==> src/rtl/block_gen_pkg.sv <==
// rtl/block_gen_pkg.sv - opcodes, ASCII constants, FSM encoding and keyword lengths for the block stream generator
package block_gen_pkg;

  typedef enum logic [1:0] {
    OP_BEGIN = 2'b00,
    OP_END   = 2'b01,
    OP_CHAR  = 2'b10,
    OP_NOP   = 2'b11
  } op_e;

  typedef enum logic {
    ST_IDLE = 1'b0,
    ST_EMIT = 1'b1
  } state_e;

  localparam logic [7:0] ASCII_SPACE = 8'h20;
  localparam logic [7:0] CASE_OFFSET = 8'h20;

  // Emitted byte counts, including the trailing space of each keyword
  localparam logic [2:0] LEN_BEGIN = 3'd6;
  localparam logic [2:0] LEN_END   = 3'd4;
  localparam logic [2:0] LEN_CHAR  = 3'd1;

  // Number of bytes a command emits; NOP emits nothing
  function automatic logic [2:0] op_len(op_e op);
    case (op)
      OP_BEGIN: op_len = LEN_BEGIN;
      OP_END:   op_len = LEN_END;
      OP_CHAR:  op_len = LEN_CHAR;
      default:  op_len = 3'd0;
    endcase
  endfunction

endpackage

==> src/rtl/block_stream_gen_if.sv <==
// rtl/block_stream_gen_if.sv - command, character stream and nesting status bundle
interface block_stream_gen_if #(
  parameter int DEPTH_W = 5
);

  logic               cmd_valid;
  logic               cmd_ready;
  logic [1:0]         cmd_op;
  logic [7:0]         cmd_char;
  logic [4:0]         cmd_upper;
  logic [7:0]         out;
  logic               out_valid;
  logic [DEPTH_W-1:0] depth;
  logic               balanced;
  logic               underflow;
  logic               overflow;

  modport master (
    output cmd_valid, cmd_op, cmd_char, cmd_upper,
    input  cmd_ready, out, out_valid, depth, balanced, underflow, overflow
  );

  modport slave (
    input  cmd_valid, cmd_op, cmd_char, cmd_upper,
    output cmd_ready, out, out_valid, depth, balanced, underflow, overflow
  );

endinterface

==> src/rtl/block_char_rom.sv <==
// rtl/block_char_rom.sv - byte lookup for each position of a BEGIN/END keyword or CHAR literal
module block_char_rom
  import block_gen_pkg::*;
(
  input  op_e        op,
  input  logic [2:0] idx,
  input  logic [4:0] mask,
  input  logic [7:0] lit,
  output logic [7:0] char
);

  logic [7:0] w_lower;
  logic [7:0] w_mask_ext;
  logic       w_is_letter;

  // Widen the mask so any 3-bit index selects in range
  assign w_mask_ext  = {3'b000, mask};
  // Only keyword letters take the mask; the trailing space and literals never do
  assign w_is_letter = ((op == OP_BEGIN) || (op == OP_END)) && (idx < (op_len(op) - 3'd1));

  // Lowercase byte for the current position; anything past a word is a space
  always_comb begin
    w_lower = ASCII_SPACE;
    case (op)
      OP_BEGIN: begin
        case (idx)
          3'd0:    w_lower = 8'h62;
          3'd1:    w_lower = 8'h65;
          3'd2:    w_lower = 8'h67;
          3'd3:    w_lower = 8'h69;
          3'd4:    w_lower = 8'h6E;
          default: w_lower = ASCII_SPACE;
        endcase
      end
      OP_END: begin
        case (idx)
          3'd0:    w_lower = 8'h65;
          3'd1:    w_lower = 8'h6E;
          3'd2:    w_lower = 8'h64;
          default: w_lower = ASCII_SPACE;
        endcase
      end
      OP_CHAR: w_lower = lit;
      default: w_lower = ASCII_SPACE;
    endcase
  end

  assign char = (w_is_letter && w_mask_ext[idx]) ? (w_lower - CASE_OFFSET) : w_lower;

endmodule

==> src/rtl/block_stream_gen.sv <==
// rtl/block_stream_gen.sv - emits "begin "/"end "/literal bytes and tracks block nesting depth
module block_stream_gen
  import block_gen_pkg::*;
#(
  parameter int DEPTH_W = 5
) (
  input logic               clk,
  input logic               reset,
  block_stream_gen_if.slave bus
);

  localparam logic [DEPTH_W-1:0] DEPTH_MAX = {DEPTH_W{1'b1}};

  state_e             r_state;
  logic [2:0]         r_idx;
  op_e                r_op;
  logic [7:0]         r_char;
  logic [4:0]         r_upper;
  logic [7:0]         r_out;
  logic               r_out_valid;
  logic [DEPTH_W-1:0] r_depth;
  logic               r_underflow;
  logic               r_overflow;

  op_e        w_cmd_op;
  logic       w_last;
  logic       w_ready;
  logic       w_accept;
  logic [7:0] w_rom_char;

  assign w_cmd_op = op_e'(bus.cmd_op);
  // Ready on the last byte of a word lets the next command follow with no gap
  assign w_last   = (r_state == ST_EMIT) && (r_idx == (op_len(r_op) - 3'd1));
  assign w_ready  = (r_state == ST_IDLE) || w_last;
  assign w_accept = bus.cmd_valid && w_ready;

  block_char_rom u_rom (
    .op   (r_op),
    .idx  (r_idx),
    .mask (r_upper),
    .lit  (r_char),
    .char (w_rom_char)
  );

  // Sequencer: accept commands, walk the byte index and register the outgoing byte
  always_ff @(posedge clk) begin
    if (reset) begin
      r_state     <= ST_IDLE;
      r_idx       <= 3'd0;
      r_op        <= OP_NOP;
      r_char      <= 8'h00;
      r_upper     <= 5'b00000;
      r_out       <= ASCII_SPACE;
      r_out_valid <= 1'b0;
    end else begin
      r_out_valid <= (r_state == ST_EMIT);
      r_out       <= (r_state == ST_EMIT) ? w_rom_char : ASCII_SPACE;
      if (w_accept && (w_cmd_op != OP_NOP)) begin
        r_state <= ST_EMIT;
        r_idx   <= 3'd0;
        r_op    <= w_cmd_op;
        r_char  <= bus.cmd_char;
        r_upper <= bus.cmd_upper;
      end else if (w_last) begin
        r_state <= ST_IDLE;
        r_idx   <= 3'd0;
      end else if (r_state == ST_EMIT) begin
        r_idx <= r_idx + 3'd1;
      end
    end
  end

  // Nesting depth with sticky error flags; moves on the accept edge, saturating both ways
  always_ff @(posedge clk) begin
    if (reset) begin
      r_depth     <= '0;
      r_underflow <= 1'b0;
      r_overflow  <= 1'b0;
    end else if (w_accept) begin
      if (w_cmd_op == OP_BEGIN) begin
        if (r_depth == DEPTH_MAX) begin
          r_overflow <= 1'b1;
        end else begin
          r_depth <= r_depth + 1'b1;
        end
      end else if (w_cmd_op == OP_END) begin
        if (r_depth == '0) begin
          r_underflow <= 1'b1;
        end else begin
          r_depth <= r_depth - 1'b1;
        end
      end
    end
  end

  assign bus.cmd_ready = w_ready;
  assign bus.out       = r_out;
  assign bus.out_valid = r_out_valid;
  assign bus.depth     = r_depth;
  assign bus.balanced  = (r_depth == '0) && !r_underflow;
  assign bus.underflow = r_underflow;
  assign bus.overflow  = r_overflow;

endmodule

==> src/flat_wrapper.sv <==
// flat-port wrapper written by rule: the top's interface ports become plain ports
module block_stream_gen_flat import block_gen_pkg::*;
#(
  parameter int DEPTH_W = 5
)
  (clk, reset, bus_cmd_valid, bus_cmd_op, bus_cmd_char, bus_cmd_upper, bus_cmd_ready, bus_out, bus_out_valid, bus_depth, bus_balanced, bus_underflow, bus_overflow);
  block_stream_gen_if #(.DEPTH_W(DEPTH_W)) bus_i ();
  input logic clk;
  input logic reset;
  input wire logic [$bits(bus_i.cmd_valid)-1:0] bus_cmd_valid;
  input wire logic [$bits(bus_i.cmd_op)-1:0] bus_cmd_op;
  input wire logic [$bits(bus_i.cmd_char)-1:0] bus_cmd_char;
  input wire logic [$bits(bus_i.cmd_upper)-1:0] bus_cmd_upper;
  output wire logic [$bits(bus_i.cmd_ready)-1:0] bus_cmd_ready;
  output wire logic [$bits(bus_i.out)-1:0] bus_out;
  output wire logic [$bits(bus_i.out_valid)-1:0] bus_out_valid;
  output wire logic [$bits(bus_i.depth)-1:0] bus_depth;
  output wire logic [$bits(bus_i.balanced)-1:0] bus_balanced;
  output wire logic [$bits(bus_i.underflow)-1:0] bus_underflow;
  output wire logic [$bits(bus_i.overflow)-1:0] bus_overflow;
  assign bus_i.cmd_valid = bus_cmd_valid;
  assign bus_i.cmd_op = bus_cmd_op;
  assign bus_i.cmd_char = bus_cmd_char;
  assign bus_i.cmd_upper = bus_cmd_upper;
  assign bus_cmd_ready = bus_i.cmd_ready;
  assign bus_out = bus_i.out;
  assign bus_out_valid = bus_i.out_valid;
  assign bus_depth = bus_i.depth;
  assign bus_balanced = bus_i.balanced;
  assign bus_underflow = bus_i.underflow;
  assign bus_overflow = bus_i.overflow;
  block_stream_gen #(.DEPTH_W(DEPTH_W)) u_core (.clk(clk), .reset(reset), .bus(bus_i));
endmodule
==> config.mk <==
export PLATFORM = sky130hd
export DESIGN_NAME = block_stream_gen_flat
export DESIGN_NICKNAME = d
export VERILOG_FILES = /design/src/rtl/block_gen_pkg.sv /design/src/rtl/block_stream_gen_if.sv /design/src/rtl/block_char_rom.sv /design/src/rtl/block_stream_gen.sv /design/src/flat_wrapper.sv
export SDC_FILE = /design/constraint.sdc
export NUM_CORES = 1
export LEC_CHECK = 0
export CORE_UTILIZATION = 40
export DETAILED_ROUTE_END_ITERATION = 16
export PLACE_DENSITY = 0.62
export SLEW_MARGIN = 20
export SYNTH_ARGS = -nofsm -noshare
export SYNTH_HDL_FRONTEND = slang
export SYNTH_SLANG_ARGS = --single-unit
==> constraint.sdc <==
create_clock -name clk -period 3.4 [get_ports clk]
set_clock_uncertainty 0.2 [all_clocks]
set_input_delay 0.51 -clock clk [delete_from_list [all_inputs] [get_ports clk]]
set_output_delay 0.51 -clock clk [all_outputs]
set_load 0.01 [all_outputs]
==> results by group <==
Outcome
  – Status: finished, final reports clean

Drt
  – Vias per cell: 5.17
  – Post-route DRC: 0
  – Initial DRC count: 74
  – Vias: 1,525
  – Post-route ant nets: 0
  – Routed wire per std cell: 13.2 um
  – Drt total wl: 3900 um
  – Drt first pass iters: 4

Global route
  – Total grt overflow: 0
  – Total GRT Usage: 19.3%
  – Vias in the first global route: 1,435
  – Largest net degree at the start of global routing: 17
  – First-pass GRT wire length: 6570 um
  – Initial antenna violation count: 0

Worst setup path
  – WS Path Type: flop to output port
  – CP Launch Type: flop
  – Critical path data required time: 2.69 ns
  – Reg2Reg Setup Slack: 0.51 ns
  – Critical-path cell list: inv_1 -> ha_1 -> xor2_1 -> ha_1 -> nand3_2 -> nand2_1 -> clkdlybuf4s50_1
  – Crit path capture type: output port
  – Most used cell, CP: ha_1
  – Worst stage delay on the critical path: 0.59 ns
  – Slowest CP cell: clkdlybuf4s50_1
  – Worst-path maximum fanout: 8
  – CP arrival: 2.46 ns

Yosys
  – Post-synth cell types: 40
  – Mapped cell area: 0.00176 mm2
  – Yosys top cell by area: dfxtp_1
  – Top-area cell type share of the netlist area: 39.7%
  – Synth Warn #: 0
  – Post-synth ARST share: 0%
  – Register area share after synthesis: 39.7%
  – Dominant synthesized flop cell: dfxtp_1
  – Syn_area_per_cell: 8.48 um2
  – Synth Instances: 208
  – Yosys reg bits: 35
  – Net Count, Synth: 245
  – Post-synth EDFFs: 0
  – Leading post-synthesis cells by cell area: dfxtp_1, ha_1, a21oi_1

Floorplanning
  – Die area: 0.00468 mm2
  – Die width: 68.4 um
  – Starting Density: 42.9%
  – IO Pins: 36
  – Core region area: 0.00412 mm2
  – Chip Height: 68.4 um
  – Row cnt: 23

Placed design
  – Placed insts: 287
  – GP Congestion: 0.784
  – Port Buffers: 35
  – Post-place setup slack: 0.440 ns
  – Area after DPL: 0.00215 mm2
  – HPWL Detailed: 2870 um

Power and ir drop
  – Seq pwr share: 46.8%
  – P_int: 0.709 mW
  – Net Sw Power: 0.259 mW
  – Pwr Density: 430 mW/mm2
  – Switching Fraction: 26.7%
  – Power share of the clock group: 34.0%
  – Peak supply drop: 0.319 mV
  – Total power: 0.968 mW
  – Leakage: 0.934 nW
  – Logic pwr share: 19.2%

Finish
  – Final instance area: 0.00225 mm2
  – Final Core Density: 54.8%
  – Layout cells sized above 1: 4.90%
  – ANT cells: 0
  – Final std cells w/o fill: 295
  – Nets: 281
  – Area grow syn2layout: 27.7%

Clock tree
  – Clock transition at path regs: 0.07 ns
  – Hold buffers post-CTS: 0
  – Clock Tree Buf Depth: 2
  – Post-CTS Setup Repair Bufs: 0
  – Clock latency at the later pin of the worst-skew pair: 0.29 ns
  – CTS tree: done
  – H-tree depth: 2
  – TritonCTS Buffers: 5
  – CTS root buffer: clkbuf_8
  – Post-CTS resize count: 0
  – Sinks on Clock Net: 35

Worst hold path
  – Hold WC Path Type: flop to flop

STA
  – Min Tclk post-route: 3.17 ns
  – Worst Max-Slew Pin Slew: 0.581 ns
  – Final Max Tran Viols: 0
  – Tcrit/Tclk final: 93.3%
  – Hold Vio Cnt, Final: 0
  – Relative max-transition margin: 60.3%
  – RSZ-0062 raised after global routing: false
  – Final WS setup: 0.227 ns
  – Max Freq: 315 MHz
  – Fin Setup TNS: 0 ns
  – WHS: 0.256 ns
  – Final setup fails: 0

Flow run
  – Max_cap viols: 0
per-layer routing:
metal | GRT usage [%] | routed length [um] | vias to the layer above
met3 | 5.67 | 147 | 4
met5 | 0 | 0 | -
met4 | 7.03 | 46 | 0
met1 | 25.8 | 2000 | 708
li1 | - | - | 787
met2 | 29.0 | 1700 | 26
worst max-delay path, delay by kind of cell, from the launching register on:
family,cells,cell delay [ns]
xor+xnor,1,0.17
fa+ha+maj,2,0.59
buf+inv,2,0.69
flops,1,0.39
simple gates,2,0.32
path summary, 6_finish.rpt:
kind	depth (start not counted)	endpoint	start
max reg2reg	9	u_core.bus.depth[4]	u_core.r_op[0]
max	7	bus_cmd_ready	u_core.r_op[0]
min reg2reg	2	u_core.r_upper[0]	u_core.r_upper[0]
min	2	u_core.r_upper[0]	u_core.r_upper[0]
power groups by stage:
| stage | clock [mW] | sequential (mW) | combinational [mW] |
|---|---|---|---|
| floorplan | 0 | 0.460 | 0.115 |
| global placement | 0 | 0.462 | 0.185 |
| detailed placement | 0 | 0.462 | 0.185 |
| CTS | 0.337 | 0.453 | 0.187 |
| global route | 0.358 | 0.456 | 0.209 |
| finish | 0.329 | 0.453 | 0.186 |
cells in the mapped netlist (4+ instances only):
| master | n |
|---|---|
| clkbuf_1 | 5 |
| ha_1 | 18 |
| o21ai_0 | 5 |
| and3_1 | 4 |
| nand2_1 | 35 |
| a21oi_1 | 27 |
| inv_1 | 8 |
| nor2_1 | 17 |
| dfxtp_1 | 35 |
| mux2i_1 | 5 |
| xor2_1 | 4 |
| nor3_1 | 10 |
final cells by class:
type	count	area, um2
Fill cell	397	1860
Multi-Input combinational cell	157	995
Sequential cell	35	701
Timing Repair Buffer	37	365
Clock buffer	8	100
Tap cell	50	62.6
Inverter	8	30.0
state kept, by name (all words and copies together) (netlist names):
signal and cells:
u_core.bus.overflow 1, u_core.bus.underflow 1, u_core.bus.out 8, u_core.bus.depth 5, u_core.r_upper 5, u_core.r_op 2, u_core.r_idx 3, u_core.bus.out_valid 1
u_core.r_char 8, u_core.r_state 1
logic make-up after synthesis:
group                    count (synthesis)  synth area share, %
AO/OA/AOI/OAI                           47                 15.8
AND/OR/NAND/NOR                         80                 20.7
flip-flops                              35                 39.7
XOR/XNOR                                 5                 2.48
multiplexers                             6                 3.48
adder cells (fa/ha/maj)                 19                 13.9
buffers and inverters                   16                 3.90
cell usage in the layout (no fill, tap or decap), types with 4 or more instances in the layout:
master	n
nand2_1	35
clkdlybuf4s50_1	35
dfxtp_1	35
a21oi_1	27
ha_1	18
nor2_1	17
nor3_1	10
inv_1	8
clkbuf_8	7
mux2i_1	5
o21ai_0	5
xor2_1	4
and3_1	4
Power figures use the tool's default switching activity.
